`src/rtl/axi_address_decoder_aw_router.sv`:
```
// AW-channel router for one target port: decodes AWADDR to a one-hot initiator,
// feeds the W decoder's destination FIFO, and sinks unmapped bursts with a DECERR B.
module axi_address_decoder_aw_router #(
  parameter int ADDR_WIDTH  = 32,
  parameter int ID_WIDTH    = 4,
  parameter int N_INIT_PORT = 4,
  parameter int N_REGION    = 2,
  parameter int FIFO_DEPTH  = 8
) (
  input  logic                                     clk,
  input  logic                                     rst_n,
  input  logic                                     awvalid_i,
  input  logic [ADDR_WIDTH-1:0]                    awaddr_i,
  input  logic [ID_WIDTH-1:0]                      awid_i,
  output logic                                     awready_o,
  output logic [N_INIT_PORT-1:0]                   awvalid_o,
  input  logic [N_INIT_PORT-1:0]                   awready_i,
  input  logic [N_REGION*N_INIT_PORT*ADDR_WIDTH-1:0] START_ADDR_i,
  input  logic [N_REGION*N_INIT_PORT*ADDR_WIDTH-1:0] END_ADDR_i,
  input  logic [N_REGION*N_INIT_PORT-1:0]          enable_region_i,
  input  logic [N_INIT_PORT-1:0]                   connectivity_map_i,
  output logic [N_INIT_PORT-1:0]                   DEST_o,
  output logic                                     push_DEST_o,
  input  logic                                     grant_FIFO_DEST_i,
  input  logic                                     w_burst_done_i,
  output logic                                     handle_error_o,
  input  logic                                     wdata_error_completed_i,
  output logic                                     bvalid_err_o,
  input  logic                                     bready_err_i,
  output logic [ID_WIDTH-1:0]                      bid_err_o,
  output logic [1:0]                               bresp_err_o
);

  localparam int CNT_W = $clog2(FIFO_DEPTH) + 1;

  typedef enum logic [1:0] {IDLE, ERR_DRAIN, ERR_WDATA, ERR_BRESP} state_t;

  state_t                 state_q;
  logic [CNT_W-1:0]       cnt_q, cnt_d;
  logic [ID_WIDTH-1:0]    bid_q;
  logic                   handle_q, bvalid_q;
  logic [N_INIT_PORT-1:0] hit, dest;
  logic                   miss, found, idle, accept_miss, done_eff;

  always_comb begin
    hit = '0;
    for (int i = 0; i < N_INIT_PORT; i++) begin
      for (int r = 0; r < N_REGION; r++) begin
        if (enable_region_i[r*N_INIT_PORT+i] &&
            awaddr_i >= START_ADDR_i[(r*N_INIT_PORT+i)*ADDR_WIDTH +: ADDR_WIDTH] &&
            awaddr_i <= END_ADDR_i[(r*N_INIT_PORT+i)*ADDR_WIDTH +: ADDR_WIDTH]) begin
          hit[i] = hit[i] | connectivity_map_i[i];
        end
      end
    end
  end

  // Overlapping regions resolve to the lowest initiator index.
  always_comb begin
    dest  = '0;
    found = 1'b0;
    for (int i = 0; i < N_INIT_PORT; i++) begin
      if (hit[i] && !found) begin
        dest[i] = 1'b1;
        found   = 1'b1;
      end
    end
  end

  // Handshake: a beat transfers on a cycle where valid and ready are both high;
  // valid never waits on ready, and ready may be offered without valid.
  assign miss        = (hit == '0);
  assign idle        = (state_q == IDLE);
  assign accept_miss = idle && awvalid_i && miss;
  assign DEST_o      = dest;
  assign awvalid_o   = (idle && awvalid_i && grant_FIFO_DEST_i) ? dest : '0;
  assign awready_o   = idle && (miss ? awvalid_i : ((|(awready_i & dest)) && grant_FIFO_DEST_i));
  assign push_DEST_o = idle && awvalid_i && !miss && awready_o;
  assign done_eff    = w_burst_done_i && (cnt_q != '0);

  always_comb begin
    cnt_d = cnt_q;
    if (push_DEST_o && !done_eff) cnt_d = cnt_q + CNT_W'(1);
    else if (done_eff && !push_DEST_o) cnt_d = cnt_q - CNT_W'(1);
  end

  always_ff @(posedge clk) begin
    if (!rst_n) begin
      state_q  <= IDLE;
      cnt_q    <= '0;
      bid_q    <= '0;
      handle_q <= 1'b0;
      bvalid_q <= 1'b0;
    end else begin
      cnt_q <= cnt_d;
      case (state_q)
        IDLE: begin
          if (accept_miss) begin
            bid_q <= awid_i;
            if (cnt_d != '0) begin
              state_q <= ERR_DRAIN;
            end else begin
              state_q  <= ERR_WDATA;
              handle_q <= 1'b1;
            end
          end
        end
        ERR_DRAIN: begin
          if (cnt_d == '0) begin
            state_q  <= ERR_WDATA;
            handle_q <= 1'b1;
          end
        end
        ERR_WDATA: begin
          if (wdata_error_completed_i) begin
            state_q  <= ERR_BRESP;
            handle_q <= 1'b0;
            bvalid_q <= 1'b1;
          end
        end
        ERR_BRESP: begin
          if (bready_err_i) begin
            state_q  <= IDLE;
            bvalid_q <= 1'b0;
          end
        end
        default: state_q <= IDLE;
      endcase
    end
  end

  assign handle_error_o = handle_q;
  assign bvalid_err_o   = bvalid_q;
  assign bid_err_o      = bid_q;
  assign bresp_err_o    = 2'b11;

endmodule

```
`config.mk`:
```
export PLATFORM = sky130hd
export DESIGN_NAME = axi_address_decoder_aw_router
export DESIGN_NICKNAME = d
export VERILOG_FILES = /design/src/rtl/axi_address_decoder_aw_router.sv
export SDC_FILE = /design/constraint.sdc
export NUM_CORES = 1
export LEC_CHECK = 0
export ABC_AREA = 1
export CAP_MARGIN = 10
export CELL_PAD_IN_SITES_DETAIL_PLACEMENT = 1
export CELL_PAD_IN_SITES_GLOBAL_PLACEMENT = 2
export CORE_MARGIN = 5
export CORE_UTILIZATION = 20
export CTS_CLUSTER_DIAMETER = 60
export CTS_CLUSTER_SIZE = 40
export DETAILED_ROUTE_END_ITERATION = 12
export HOLD_SLACK_MARGIN = 0.05
export PLACE_DENSITY = 0.83
export REMOVE_ABC_BUFFERS = 1
export SKIP_LAST_GASP = 1
export SYNTH_ARGS = -nofsm -noshare
export SYNTH_HDL_FRONTEND = slang
export SYNTH_SLANG_ARGS = --single-unit
```
`constraint.sdc`:
```
create_clock -name clk -period 2.95 [get_ports clk]
set_input_delay 0.295 -clock clk [delete_from_list [all_inputs] [get_ports clk]]
set_output_delay 0.295 -clock clk [all_outputs]
set_load 0.1 [all_outputs]
```
== After elaboration in Yosys (flattened, before gate mapping) ==
Cells that the tools add are included.
Word-level totals
  register bits: 12
  input port bits: 571
  output and inout port bits: 18
  logic and storage cells: 115
Operators by class
  add/subtract/negate cells: 2
  $lt $le $gt $ge: 16
  equality and inequality tests: 8
  mux-type cells: 32
  bitwise operators: 5
  reduce and logical (&&, ||, !) cells: 47
Operators by type and width (count)
  >= comparator 32 bit: 8
  less-or-equal comparator 32 bit: 8
  logical AND 1 bit: 29
  2-to-1 mux 1 bit: 21
  2-to-1 mux 4 bit: 3
  2-to-1 mux 2 bit: 5
  zero test 4 bit: 2
  inequality test 2 bit (second input constant): 4
  one-hot mux 2 bit (4 select lines): 1
  nonzero test 4 bit: 2
  zero test 1 bit: 6
  AND reduction 5 bit: 1
  adder 4 x 1 -> 4 bit (second input constant): 1
  AND 4 bit: 1
  == test 2 bit (second input constant): 2
  bitwise OR 1 bit: 4
  AND reduction 4 bit: 1
  OR reduction 4 bit: 1
  subtractor 4 x 1 -> 4 bit (second input constant): 1
  one-hot mux 1 bit (3 select lines): 1
  AND reduction 3 bit: 1
  nonzero test 3 bit: 1
  == test 2 x 1 -> 1 bit (second input constant): 1
  zero test 2 bit: 1
  4 further kinds: 4

== Depth between registers and ports, before layout ==
Gate-level depths: netlist (run 1).
  word-level depth: 30
  depth in mapped cells: 33
  mapped depth without buffers: 33

== Worst setup path after synthesis (run 1) ==
OpenSTA, ideal clock, no wires.
  kind: in2out
  start: in awaddr_i[0]
  end: out awvalid_o[1]
  data arrival time: 3938 ps
  data required time: 2655 ps
  path slack: -1283 ps
  stages: 16
  path buffers: 0
  cell sequence: inv_1 > ha_1 > nand2_1 > nor2_1 > and2_1 > nor2_1 > nand2_1 > nand2_1 > nand2_1 > nand2_1 > a21oi_1 > nand2_1 > nand2_1 > nand2_4 > inv_2 > nor3_1
On the way
  word-level cells in the longest chain between the ends: 11
  elaborated cells on any way between the ends: 27
  classes of those cells: order compare: 8; mux: 7; bitwise: 2; reduce/logical: 10
RTL lines
  from (decl): line 13  | input logic [ADDR_WIDTH-1:0] awaddr_i,
  >= comparator 32 bit: line 50  | awaddr_i >= START_ADDR_i[(r*N_INIT_PORT+i)*ADDR_WIDTH +: ADDR_WIDTH] &&
  logical AND 1 bit: line 49  | if (enable_region_i[r*N_INIT_PORT+i] &&
  logical AND 1 bit: line 50
  2-to-1 mux 1 bit: line 49
  bitwise OR 1 bit: line 52  | hit[i] = hit[i] | connectivity_map_i[i];
  2-to-1 mux 1 bit (*): line 49
  2-to-1 mux 1 bit (*)
  via DEST_o[0]: line 22  | output logic [N_INIT_PORT-1:0] DEST_o,
  zero test 1 bit (*): line 63  | if (hit[i] && !found) begin
  logical AND 1 bit (*): line 63
  2-to-1 mux 1 bit (*): line 63
  2-to-1 mux 4 bit (*): line 76  | assign awvalid_o = (idle && awvalid_i && grant_FIFO_DEST_i) ? dest : '0;
  to (decl): line 16  | output logic [N_INIT_PORT-1:0] awvalid_o,
The timed path passes the listed nets; every way through them passes the cells marked *.

== Worst setup path after layout (run 1) ==
  start: in END_ADDR_i[60]
  end: reg handle_q (netlist: handle_error_o)
On the way
  word-level cells in the longest chain between the ends: 26
  elaborated cells on any way between the ends: 36
  classes of those cells: order compare: 1; eq/ne: 3; mux: 10; bitwise: 2; reduce/logical: 20
RTL lines
  from (decl): line 19  | input logic [N_REGION*N_INIT_PORT*ADDR_WIDTH-1:0] END_ADDR_i,
  less-or-equal comparator 32 bit (*): line 51  | awaddr_i <= END_ADDR_i[(r*N_INIT_PORT+i)*ADDR_WIDTH +: ADDR_WIDTH]) begin
  logical AND 1 bit (*): line 50
  2-to-1 mux 1 bit (*): line 49
  bitwise OR 1 bit: line 52
  2-to-1 mux 1 bit (*): line 49
  logical AND 1 bit: line 63
  2-to-1 mux 1 bit: line 63
  zero test 1 bit: line 63
  [10 not listed]
  logical AND 1 bit: line 78  | assign push_DEST_o = idle && awvalid_i && !miss && awready_o;
  zero test 1 bit: line 84  | else if (done_eff && !push_DEST_o) cnt_d = cnt_q - CNT_W'(1);
  logical AND 1 bit: line 84
  2-to-1 mux 4 bit: line 84
  2-to-1 mux 4 bit: line 83  | if (push_DEST_o && !done_eff) cnt_d = cnt_q + CNT_W'(1);
  nonzero test 4 bit or zero test 4 bit (tied branches): line 100, 109
  inequality test 2 bit (no source line)
  AND reduction 5 bit (no source line) (*)
  to (signal assigned): line 92  | handle_q <= 1'b0;
  to (signal assigned): line 104  | handle_q <= 1'b1;
  to (signal assigned): line 111  | handle_q <= 1'b1;
  to (decl): line 41  | logic handle_q, bvalid_q;
Mark *: on every way between the ends. The rest lies on a longest branch, timed or not.
A chain may end at the register's enable or synchronous reset.

==> flow_summary.yaml, run 1 <==
status:
  status: "finished, violations left"
  violations: "negative setup slack"
logic_synthesis:
  ys.flop_type: "dfxtp_1"
  synth-async-reset-ratio: 0
  syn_area_um2: 14600
  yosysUniqueCellTypes: 39
  synth_top_family_by_area: "adder cells"
  post_synth.cell_area_avg_um2: 6.24
  synth_edf_count: 0
  synth_xor_xnor_area_share: 0
  ys.warnings.count: 0
  syn_inst: 2333
  synth-simple-area-share: 0.238
  synthAdderAreaFrac: 0.445
  ys_seq_area_frac: 0.0165
  synth_compound_area_frac: 0.138
  synthMuxAreaShare: 0
  ys_ff_latch: 12
setup_path:
  crit_path_max_fanout: 5
  crit_start: "END_ADDR_i[60]"
  cp-endpoint: "handle_error_o"
  critPathKind: "input pin to flop"
  start_kind: "input pin"
  r2r_end: "handle_error_o"
  ff2ff_setup_slack_ps: 590
  worstRegToRegCells: 15
  worstPathRequired_ps: 3090
  cp_data_arrival_time_ps: 3540
  r2r_start: "cnt_q[0]"
  cp-end-kind: "flop"
drt:
  drcViolationCount: 0
  via_count: 18800
  routed_wl_mm: 91.1
  wire_per_inst_um: 21.8
  drt-pass1-iter-count: 5
  drt_iter0_markers: 486
  ant_nets: 0
  vias_per_cell: 4.49
power:
  p_leak_uw: 0.0156
  power_density_nw_per_um2: 190
  ir_drop_v: 0.000288
global_routing:
  grt_pass1_wl_mm: 122
  antenna_found_initial: 31
  grt_start_max_net_pins: 11
  grt_pass1_vias: 19900
  grt_usage: 0.204
  grt-ovfl-total: 0
clock_network:
  cts.path.max_buffers: 2
  cts_tree: "yes"
  root_buffer: "clkbuf_16"
  cts_max_level: 1
  cts_hold_buf: 0
  cts-buffers-inserted: 3
  cts.sinks: 12
  path_clk_slew_ps: 50
  clock_latency_ps: 240
timing:
  period_needed_ps: 3400
  hold_viol_final: 0
  timing.fmax_mhz: 294
  rsz0062_at_grt: "true"
  setup_viol: 14
  fin_ws_ps: -454
  min_period_over_period: 1.15
  maxSlewViolCount: 0
  fin_skew_ps: 3.68
cells_and_area:
  nets: 4303
  postLayoutCoreUtil: 0.413
  stdcell_area_um2: 30000
  drive_above_1_share: 0.376
  area_growth_pct: 106
die:
  coreArea_um2: 72600
  dieArea_um2: 78300
  rows: 99
  die_h_um: 280
  die_w_um: 280
  start_util: 0.201
  io_pins: 589
run:
  drv_cap: 0
worst_hold_path:
  holdPathStages: 2
  hp-class: "flop to flop"
placement:
  io_buffers: 586
  pre_cts_slack_ps: -1420
  placed_area_um2: 23400
  dp_hpwl_mm: 70.0
  routabilityCongestion: 0.882
synth_stat cells, types with 2 or more instances:
cell type / count / area (um^2)
a21oi_4: 2 / 32.5
nor3_2: 3 / 30.0
nor4_2: 5 / 62.6
nand2_1: 508 / 1910
ha_1: 518 / 6480
o21a_1: 27 / 203
nand4_1: 39 / 244
a21o_1: 11 / 82.6
nor2_1: 171 / 642
nor3_1: 15 / 75.1
dfxtp_1: 12 / 240
nand2_4: 5 / 56.3
o21bai_1: 10 / 75.1
nor2_2: 3 / 18.8
o21ai_0: 59 / 295
a21oi_2: 2 / 17.5
nand3_2: 8 / 80.1
nor3b_2: 2 / 25.0
nand3_1: 30 / 150
nor2_4: 3 / 33.8
o21ai_1: 5 / 25.0
o211ai_1: 5 / 37.5
a21boi_1: 2 / 15.0
inv_1: 619 / 2320
a21oi_1: 240 / 1200
a31oi_1: 2 / 12.5
buf_4: 2 / 15.0
inv_2: 5 / 18.8
nand2_2: 10 / 62.6
per-layer routing:
metal	GRT usage	vias to the layer above	part of all wire
li1	-	9241	-
met1	0.245	8889	0.41
met5	0	-	0.0014
met2	0.390	500	0.51
met4	0.0323	20	0.029
met3	0.0309	127	0.048
cell type report:
class	instances	area (um^2)
Tap cell	959	1200
Fill cell	8583	42600
Sequential cell	12	240
Multi-Input combinational cell	1695	16900
Inverter	625	2350
Clock buffer	4	88.8
Antenna cell	13	32.5
Timing Repair Buffer	877	9200
metrics by stage:
stage               setup TNS [ps]  total power [uW]  hold WS [ps]  std cells
floorplan                   -10650              2150           400       2332
global placement            -20030              4070           467       4059
detailed placement          -20740              4130           478       4059
CTS                          -3720              4990           488       4145
global route                 -6420              6200           523       4183
finish                       -3370              5710           489       4185
repair_timing:
item,in CTS,in global routing
cloned,10,2
pin swaps,204,302
setup endpoints to repair,21,21
resized for setup,624,788
buffers inserted,75,36
worst min-delay path by stage:
stage | start | endpoint | slack [ps]
floorplan | bready_err_i | bvalid_err_o | 400
global placement | bid_err_o[0] | bid_err_o[0] | 470
detailed placement | bid_err_o[1] | bid_err_o[1] | 480
CTS | handle_error_o | handle_error_o | 490
global route | bid_err_o[1] | bid_err_o[1] | 520
finish | bid_err_o[0] | bid_err_o[0] | 490
flip-flops by register name (all words and copies together), names as in the netlist:
name            cells
cnt_q               4
bid_err_o           4
handle_error_o      1
bvalid_err_o        1
state_q             2
power breakdown:
part	switching [uW]	internal (uW)
logic	2730	2470
clock network	76.3	205
registers	33.0	203
total	2830	2880
placed cells by master (no fill, tap or decap), drive strengths merged, types with 5 or more instances in the layout:
cell type      count
a21o              11
a21oi            244
buf              318
clkbuf            18
clkdlybuf4s15      9
clkdlybuf4s50    318
dfxtp             12
diode             13
dlygate4sd2       85
dlymetal6s2s     129
ha               518
inv              625
nand2            523
nand3             39
nand4             39
nor2             178
nor3              18
nor4               7
o211ai             5
o21a              27
o21ai             64
o21bai            10
kinds of logic after synthesis:
group	count (synthesis)
other	1
buffers and inverters	627
adders and majority gates	518
DFF	12
and+or+nand+nor	809
AOI/OAI and AO/OA	366
worst max-delay path, stage by stage:
cell	delay, ps
clkdlybuf4s50_1	490
inv_1	80
ha_4	160
a21oi_2	120
nor2_1	50
nor3_1	220
nand2_1	140
a21oi_2	210
nand2_1	80
nand2_1	80
nand2_2	60
nand2_2	80
nand2_4	80
buf_12	140
nand3_4	60
nor2_4	50
nor2_8	160
nand2_8	100
nand3_4	80
nand2_2	50
nand2_2	80
nand2_2	70
nor2_4	140
nand2_4	90
a21oi_2	160
nand3_1	80
nand2_1	60
nor2_1	40
(Power assumes the default switching activity.)
==> run 2: changes to the inputs <==
- CAP_MARGIN: 10 -> unset
- CORE_MARGIN: 5 -> 2
==> run 2 against run 1 <==
Final cell count fell by 0.26%. Non-clock buffer count fell by 3. Utilization rose by 0.22 points. Routed wire length fell by 4.8%. The run still ends with negative setup slack left. Highest routed layer unchanged. Combinational power barely moved. Die area fell by 4.2%. Critical path depth fell by 6. Power rose by 0.52%. Final area fell by 0.49%.
==> flow_summary.yaml, run 2 (same netlist as run 1, synthesis figures left out) <==
setup_path:
  crit_path_max_fanout: 5
  cp_top_family: "buffers and inverters"
  crit_slowest_cell: "ha_4"
  start_kind: "input pin"
  worstPathRequired_ps: 2650
  worst-path-buf-inv: 10
  crit_chain: "buf_6 -> buf_8 -> buf_4 -> ha_4 -> a21oi_1 -> o21ai_2 -> nand2_1 -> nand2_2 -> a21oi_1 -> buf_4 -> nand2_1 -> nand2_1 -> nand2_2 -> nand2_4 -> nand2_8 -> buf_4 -> buf_4 -> buf_6 -> buf_6 -> nor3_2 -> buf_4 -> buf_12"
  cpMostUsedCell: "buf_4"
  cp-end-kind: "primary output"
  cp_data_arrival_time_ps: 3110
  ff2ff_setup_slack_ps: 450
  critical-path-max-stage-delay_ps: 260
  critPathKind: "input pin to primary output"
timing:
  fin_ws_ps: -456
  setup_viol: 14
  fin_skew_ps: 1.46
  min_period_over_period: 1.15
  period_needed_ps: 3410
  maxSlewViolCount: 0
  rsz0062_at_grt: "true"
  timing.fmax_mhz: 294
  hold_viol_final: 0
global_routing:
  grt_pass1_vias: 19200
  grt-ovfl-total: 0
  grt_usage: 0.206
  grt_start_max_net_pins: 14
  grt_pass1_wl_mm: 116
  antenna_found_initial: 28
clock_network:
  cts_tree: "yes"
  cts.path.max_buffers: 2
  clock_latency_ps: 240
  root_buffer: "clkbuf_16"
  cts-buffers-inserted: 3
  path_clk_slew_ps: 40
  cts_max_level: 1
  cts.sinks: 12
status:
  status: "finished, violations left"
  violations: "negative setup slack"
die:
  start_util: 0.203
  die_w_um: 274
  io_pins: 589
  dieArea_um2: 75000
  coreArea_um2: 71900
  die_h_um: 274
  rows: 98
power:
  p_int_uw: 2890
  ir_drop_v: 0.000242
  total_power_uw: 5740
  power_density_nw_per_um2: 192
  power_switching_uw: 2850
  power_frac_seq: 0.041
  p_leak_uw: 0.0156
  combPwrFrac: 0.910
  switching_share: 0.497
  p_clk_frac: 0.049
worst_hold_path:
  hp-class: "flop to flop"
placement:
  io_buffers: 586
  pre_cts_slack_ps: -1300
  dp_hpwl_mm: 66.5
  placed_area_um2: 23300
  routabilityCongestion: 0.865
drt:
  via_count: 18600
  wire_per_inst_um: 20.8
  drt_iter0_markers: 432
  vias_per_cell: 4.46
  ant_nets: 0
  drcViolationCount: 0
  drt-pass1-iter-count: 4
  routed_wl_mm: 86.7
cells_and_area:
  area_growth_pct: 105
  layout_common_cells: "inv_1 (433), nand2_1 (328), clkdlybuf4s50_1 (287), ha_1 (280), ha_4 (236)"
  stdcell_area_um2: 29900
  drive_above_1_share: 0.378
  filler_cell_count: 8463
  final_common_cell: "inv_1"
  nets: 4300
run:
  drv_cap: 0
==> run 2: changes by cell type in the layout (fill, tap and decap cells not counted), sizes merged <==
| cell | delta |
|---|---|
| clkdlybuf4s50 | -31 |
| dlygate4sd2 | +31 |
| buf | +6 |
| clkbuf | -4 |
| bufbuf | -2 |
| dlymetal6s2s | -2 |
| clkdlybuf4s15 | -1 |
| clkinv | +1 |
| diode | +1 |
| inv | -1 |
==> run 2: power groups by stage <==
stage	combinational (uW)	sequential (uW)	clock (uW)
after detailed placement	3870	235	0
after global placement	3810	235	0
after CTS	4410	234	287
after floorplan	1770	381	0
after global routing	5710	241	295
final	5230	236	282
==> run 2: area by class of cell <==
cell class | instances | area, um^2 | area share
Multi-Input combinational cell | 1695 | 16800 | 0.564
Sequential cell | 12 | 240 | 0.00805
Antenna cell | 14 | 35.0 | 0.00117
Timing Repair Buffer | 874 | 9120 | 0.306
Inverter | 625 | 2360 | 0.0789
Tap cell | 950 | 1190 | 0.0398
Clock buffer | 4 | 88.8 | 0.00298
==> run 2: worst paths after layout <==
path | start | end | depth (start not counted)
max | awaddr_i[25] | awvalid_o[1] | 22
min | bid_err_o[3] | bid_err_o[3] | 2
max reg2reg | state_q[0] | handle_error_o | 17
min reg2reg | bid_err_o[3] | bid_err_o[3] | 2
==> run 2: per-stage QoR <==
step	cells	hold WS [ps]	setup TNS, ps	util
CTS	4132	488	-3770	0.363
global route	4167	508	-6150	0.415
finish	4174	484	-3540	0.415
global placement	4049	465	-14770	0.325
floorplan	2332	400	-10650	-
detailed placement	4049	478	-16480	0.325
==> run 2: worst min-delay path, stage by stage, from the launching register on <==
cell     delay (ps)
dfxtp_1         320
nor2_1           50
nor2_1           80
==> run 2: what timing repair did <==
action | CTS | global route
resized for setup | 647 | 841
cloned | 12 | 2
setup endpoints to repair | 21 | 21
buffers inserted | 71 | 34
pin swaps | 197 | 276
hold buffers | 0 | 0
==> run 2: metal layers <==
metal  GRT usage  share of wire  vias to the layer above  wire, um
met1       0.241           0.40                     8697     34900
met3      0.0371          0.051                      136      4420
met5           0         0.0018                        -       152
met2       0.392           0.52                      500     44900
li1            -              -                     9255         -
met4      0.0352          0.028                       24      2400
